$ cat src/rtl/hilo_mdu_ctrl.sv
// HI/LO owner with a radix-2 multiply/divide sequencer: 34-cycle ops, 2-cycle divide-by-zero, pipeline stalled until commit.
// Define MDU_FAST_MUL_EN for a single-cycle multiplier (MULT/MULTU finish like divide-by-zero); divide is always iterative.
module hilo_mdu_ctrl (
   input  logic        clk,
   input  logic        rst_n,
   input  logic        req_valid,
   input  logic [1:0]  req_op,
   input  logic [31:0] src_a,
   input  logic [31:0] src_b,
   input  logic        cancel,
   input  logic [1:0]  write_hilo,
   input  logic [31:0] hilo_wdata,
   output logic        stall,
   output logic        busy,
   output logic        done,
   output logic [31:0] hi_out,
   output logic [31:0] lo_out
);

   typedef enum logic [1:0] {S_IDLE, S_RUN, S_FIX} state_t;

   state_t      state_q, state_d;
   logic [4:0]  cnt_q, cnt_d;
   logic [63:0] work_q, work_d;
   logic [31:0] opb_q, opb_d;
   logic        div_q, div_d;
   logic        neg_q, neg_d;
   logic        rem_neg_q, rem_neg_d;
   logic        dz_q, dz_d;
   logic [31:0] hi_q, hi_d;
   logic [31:0] lo_q, lo_d;
   logic        done_q, done_d;

   logic        accept;
   logic        op_signed;
   logic        b_zero;
   logic [31:0] a_abs, b_abs;
   logic [32:0] rem_sh, diff, sum;
   logic [63:0] div_next, mul_next, prod_fix;
   logic [31:0] quo_fix, rem_fix;

   assign accept    = req_valid & ~cancel & (state_q == S_IDLE);
   assign op_signed = ~req_op[0];
   assign b_zero    = (src_b == '0);
   assign a_abs     = (op_signed & src_a[31]) ? (32'd0 - src_a) : src_a;
   assign b_abs     = (op_signed & src_b[31]) ? (32'd0 - src_b) : src_b;

   // Restoring divide step: bit 32 of the 33-bit difference is the borrow.
   assign rem_sh   = work_q[63:31];
   assign diff     = rem_sh - {1'b0, opb_q};
   assign div_next = diff[32] ? {rem_sh[31:0], work_q[30:0], 1'b0}
                              : {diff[31:0],   work_q[30:0], 1'b1};

   // Shift-add step: the carry out of the accumulator shifts into bit 63.
   assign sum      = {1'b0, work_q[63:32]} + (work_q[0] ? {1'b0, opb_q} : 33'd0);
   assign mul_next = {sum, work_q[31:1]};

   assign prod_fix = neg_q ? (64'd0 - work_q) : work_q;
   assign quo_fix  = neg_q ? (32'd0 - work_q[31:0]) : work_q[31:0];
   assign rem_fix  = rem_neg_q ? (32'd0 - work_q[63:32]) : work_q[63:32];

   always_comb begin
      state_d   = state_q;
      cnt_d     = cnt_q;
      work_d    = work_q;
      opb_d     = opb_q;
      div_d     = div_q;
      neg_d     = neg_q;
      rem_neg_d = rem_neg_q;
      dz_d      = dz_q;
      hi_d      = hi_q;
      lo_d      = lo_q;
      done_d    = 1'b0;
      case (state_q)
         S_IDLE: begin
            if (write_hilo[1]) hi_d = hilo_wdata;
            if (write_hilo[0]) lo_d = hilo_wdata;
            if (accept) begin
               div_d     = req_op[1];
               neg_d     = op_signed & (src_a[31] ^ src_b[31]);
               rem_neg_d = op_signed & src_a[31];
               dz_d      = req_op[1] & b_zero;
               cnt_d     = 5'd31;
               if (req_op[1]) begin
                  work_d  = {32'd0, a_abs};
                  opb_d   = b_abs;
                  state_d = b_zero ? S_FIX : S_RUN;
               end else begin
`ifdef MDU_FAST_MUL_EN
                  work_d  = {32'd0, a_abs} * {32'd0, b_abs};
                  opb_d   = a_abs;
                  state_d = S_FIX;
`else
                  work_d  = {32'd0, b_abs};
                  opb_d   = a_abs;
                  state_d = S_RUN;
`endif
               end
            end
         end
         S_RUN: begin
            if (cancel) begin
               state_d = S_IDLE;
            end else begin
               work_d = div_q ? div_next : mul_next;
               if (cnt_q == 5'd0) state_d = S_FIX;
               else               cnt_d   = cnt_q - 5'd1;
            end
         end
         S_FIX: begin
            state_d = S_IDLE;
            if (!cancel) begin
               done_d = 1'b1;
               if (!dz_q) begin
                  if (div_q) begin
                     lo_d = quo_fix;
                     hi_d = rem_fix;
                  end else begin
                     hi_d = prod_fix[63:32];
                     lo_d = prod_fix[31:0];
                  end
               end
            end
         end
         default: state_d = S_IDLE;
      endcase
   end

   always_ff @(posedge clk) begin
      if (!rst_n) begin
         state_q   <= S_IDLE;
         cnt_q     <= 5'd0;
         work_q    <= 64'd0;
         opb_q     <= 32'd0;
         div_q     <= 1'b0;
         neg_q     <= 1'b0;
         rem_neg_q <= 1'b0;
         dz_q      <= 1'b0;
         hi_q      <= 32'd0;
         lo_q      <= 32'd0;
         done_q    <= 1'b0;
      end else begin
         state_q   <= state_d;
         cnt_q     <= cnt_d;
         work_q    <= work_d;
         opb_q     <= opb_d;
         div_q     <= div_d;
         neg_q     <= neg_d;
         rem_neg_q <= rem_neg_d;
         dz_q      <= dz_d;
         hi_q      <= hi_d;
         lo_q      <= lo_d;
         done_q    <= done_d;
      end
   end

   assign busy   = (state_q != S_IDLE);
   assign stall  = busy | accept;
   assign done   = done_q;
   assign hi_out = hi_q;
   assign lo_out = lo_q;

endmodule
$ cat config.mk
export PLATFORM = sky130hd
export DESIGN_NAME = hilo_mdu_ctrl
export DESIGN_NICKNAME = d
export VERILOG_FILES = /design/src/rtl/hilo_mdu_ctrl.sv
export SDC_FILE = /design/constraint.sdc
export NUM_CORES = 1
export LEC_CHECK = 0
export CORE_AREA = 2 2 116 230
export DETAILED_ROUTE_END_ITERATION = 6
export DIE_AREA = 0 0 118 232
export GPL_ROUTABILITY_DRIVEN = 0
export MAX_ROUTING_LAYER = met4
export PLACE_DENSITY_LB_ADDON = 0.25
export SETUP_SLACK_MARGIN = 0.5
export SYNTH_ARGS = -nofsm -noshare
export SYNTH_HDL_FRONTEND = slang
export SYNTH_SLANG_ARGS = --single-unit
$ cat constraint.sdc
create_clock -name clk -period 4.3 [get_ports clk]
set_input_delay 0.645 -clock clk [delete_from_list [all_inputs] [get_ports clk]]
set_output_delay 0.645 -clock clk [all_outputs]
set_load 0.005 [all_outputs]
==> results.sh, run 1 <==
export IMPL_status="finished, final reports clean"
export IMPL_p_int_uw=3150
export IMPL_swShare_pct=34.8
export IMPL_cpMaxStageDelayCell="dfxtp_1"
export IMPL_synth_async_reset_ratio_pct=0
export IMPL_grtUsageTotal_pct=41.3
export IMPL_yosysTopAreaCell="dfxtp_1"
export IMPL_p_sw_uw=1680
export IMPL_core_area_um2=25700
export IMPL_synth_seq_cells=172
export IMPL_grt_overflow=0
export IMPL_min_period_ps=3660
export IMPL_first_pass_iters=6
export IMPL_critPathKind="reg2reg"
export IMPL_vias_per_cell=6.57
export IMPL_setup_tns_ps=0
export IMPL_clock_skew_ps=11.2
export IMPL_cts_tree="yes"
export IMPL_grt_pass1_vias=15800
export IMPL_cts_buffers=17
export IMPL_cts_htree_levels=4
export IMPL_comb_power_share_pct=28.6
export IMPL_arrival_ps=3970
export IMPL_cts_path_max_buffers=2
export IMPL_start_kind="register"
export IMPL_placed_area_um2=16800
export IMPL_synth_edff_count=0
export IMPL_max_cap_violations=0
export IMPL_cts_sinks=172
export IMPL_routed_wl_mm=56.0
export IMPL_hold_viol=0
export IMPL_wl_per_cell_um=22.3
export IMPL_antenna_found_initial=1
export IMPL_yosys_warnings=0
export IMPL_power_frac_seq_pct=37.4
export IMPL_endpoint_kind="register"
export IMPL_p_clk_share_pct=34.0
export IMPL_drt_iter0_drc=1666
export IMPL_grt_max_degree=79
export IMPL_row_count=83
export IMPL_r2r_setup_slack_ps=640
export IMPL_start_util_pct=57.1
export IMPL_area_growth_pct=19.1
export IMPL_min_path_type="reg2reg"
export IMPL_yosysSeqAreaShare_pct=23.5
export IMPL_ir_drop_uv=288
export IMPL_cp_cell_sequence="inv_1 > nor2_1 > ha_1 > nor2b_1 > o31a_1 > o21ai_0 > a21o_1 > a211oi_1 > o21bai_1 > a21oi_1 > o41ai_1 > a221oi_1"
export IMPL_io_buffers=170
export IMPL_cp_required_ps=4600
export IMPL_layout_drive_gt1_share_pct=6.79
export IMPL_fp_dieW_um=118
export IMPL_leakage_uw=0.00704
export IMPL_die_h_um=232
export IMPL_path_clk_slew_ps=80
export IMPL_power_total_uw=4820
export IMPL_drv_slew=0
export IMPL_cts_root_buffer="clkbuf_16"
export IMPL_ys_types=83
export IMPL_io_pins=171
export IMPL_syn_nets=2204
export IMPL_syn_inst=2028
export IMPL_hpwl_mm=43.5
export IMPL_synth_flop_cell="dfxtp_1"
export IMPL_setup_viol=0
export IMPL_clock_latency_ps=470
export IMPL_dieArea_um2=27400
export IMPL_power_density_nw_per_um2=277
export IMPL_rsz0062_at_grt="yes"
export IMPL_worstMarginPinSlew_ps=1090
export IMPL_synthDominantCellAreaShare_pct=23.5
export IMPL_vias=16500
export IMPL_grt_first_pass_wirelength_mm=85.1
export IMPL_cp_max_fo=8
export IMPL_nets=2329
export IMPL_drc_errors=0
export IMPL_fin_area_um2=17400
export IMPL_max_freq_ghz=0.273
export IMPL_post_route_period_util_pct=85.2
export IMPL_syn_area_um2=14600
export IMPL_max_stage_delay_ps=520
export IMPL_postSynthAreaPerCell_um2=7.22
export IMPL_slew_headroom_pct=27.6
export IMPL_synthTopCellsByArea="dfxtp_1 (24%), a21oi_1 (7.3%), nor2_1 (6.2%)"
export IMPL_ant_nets=0
==> sequential cells by signal (all words and copies together) (netlist names) <==
name,count
cnt_q,5
div_q,1
done,1
dz_q,1
hi_out,32
lo_out,32
neg_q,1
opb_q,32
rem_neg_q,1
state_q,2
work_q,64
==> synthesized netlist by cell type (all sizes together), types with 11 or more instances <==
cell,n
dfxtp,172
nor2b,12
nor3,55
nor4,19
o21ai,167
nand4,19
and2,14
a21o,38
nand3,36
o21a,14
nor2,242
nand2b,22
a21oi,213
mux2i,76
a22oi,17
or4,11
o211ai,19
ha,70
a211oi,48
buf,22
or3,15
nand2,185
xor2,80
inv,64
o41ai,16
clkbuf,116
a31oi,27
o31ai,25
xnor2,87
==> cell families (layout without fill, tap and decap cells) <==
kind of cell,after synthesis,after routing,synth area share (%)
other cells,0,2,0
mux,78,78,5.35
fa+ha+maj,72,72,6.26
xor+xnor,167,167,9.99
compound gates,669,669,28.6
simple gates,667,667,20.9
flops,172,172,23.5
buf+inv,203,341,5.35
==> critical path: cells and delay by family, from the launching register on <==
kind	cells	cell delay, ps
AND/OR/NAND/NOR	2	300
adder cells (fa/ha/maj)	1	300
buffers and inverters	1	160
AO/OA/AOI/OAI	8	2200
flip-flops	1	520
==> layout by cell type, fill, tap and decap left out, types with 13 or more instances in the layout <==
cell,count
nor3_1,55
nand3_1,36
dfxtp_1,171
or3_1,15
buf_4,73
o21a_1,14
nor4_1,16
o21ai_0,164
nand4_1,19
inv_1,63
nand2_1,185
a31oi_1,27
clkdlybuf4s50_1,168
o211ai_1,19
a21o_1,37
clkbuf_16,17
a21oi_1,212
a22oi_1,17
o41ai_1,13
o31ai_1,24
ha_1,70
a211oi_1,48
xor2_1,80
mux2i_1,76
nand2b_1,22
xnor2_1,87
nor2_1,239
==> metal layers <==
layer / wire length (um) / part of all wire, % / vias up / global-route usage, %
met2: 28100 / 50 / 945 / 71.8
met5: 0 / 0 / - / -
met1: 18300 / 33 / 7603 / 39.5
met4: 6150 / 11 / 0 / 37.2
met3: 3510 / 6.3 / 340 / 5.82
li1: - / - / 7585 / -
==> metrics by stage <==
step | utilization (%) | setup slack, ps | std cells | hold slack, ps
2_1_floorplan | - | 881 | 2028 | 432
3_3_place_gp | 65.4 | 436 | 2473 | 441
3_5_place_dp | 65.4 | 374 | 2473 | 448
4_1_cts | 67.8 | 526 | 2505 | 456
5_1_grt | 67.9 | 458 | 2507 | 472
6_report | 67.9 | 635 | 2508 | 456
==> worst paths after layout <==
check               end  cells after the start       from
max          work_q[63]                     12  work_q[0]
min            opb_q[9]                      2   opb_q[9]
max reg2reg  work_q[63]                     12  work_q[0]
min reg2reg    opb_q[9]                      2   opb_q[9]
==> power by group through the flow <==
stage	Clock, uW	Combinational (uW)	Sequential [uW]
6_report	1640	1380	1800
5_1_grt	1690	1480	1810
4_1_cts	1630	1350	1800
3_5_place_dp	0	1340	1830
3_3_place_gp	0	1310	1830
2_1_floorplan	0	856	1790
==> final cells by class <==
type	count	area, um2
sequential	172	3440
antenna	2	5.00
multi-input combinational	1653	10400
timing repair buffer	244	2250
clock inverter	15	179
tap	340	425
inverter	65	245
fill	2296	8230
clock buffer	17	425
==> what timing repair did <==
action | 4_1_cts | 5_1_grt
setup endpoints to repair | 0 | 9
resized for setup | 0 | 9
hold buffers | 0 | 0
buffers inserted | 0 | 1
No activity file was read; power rests on OpenSTA's default activity.
==> inputs of run 2 (changes only) <==
Settings changed: ABC_AREA set to 0.
==> results of run 2 <==
The final DEF is identical to that of run 1; final timing and power are the same.
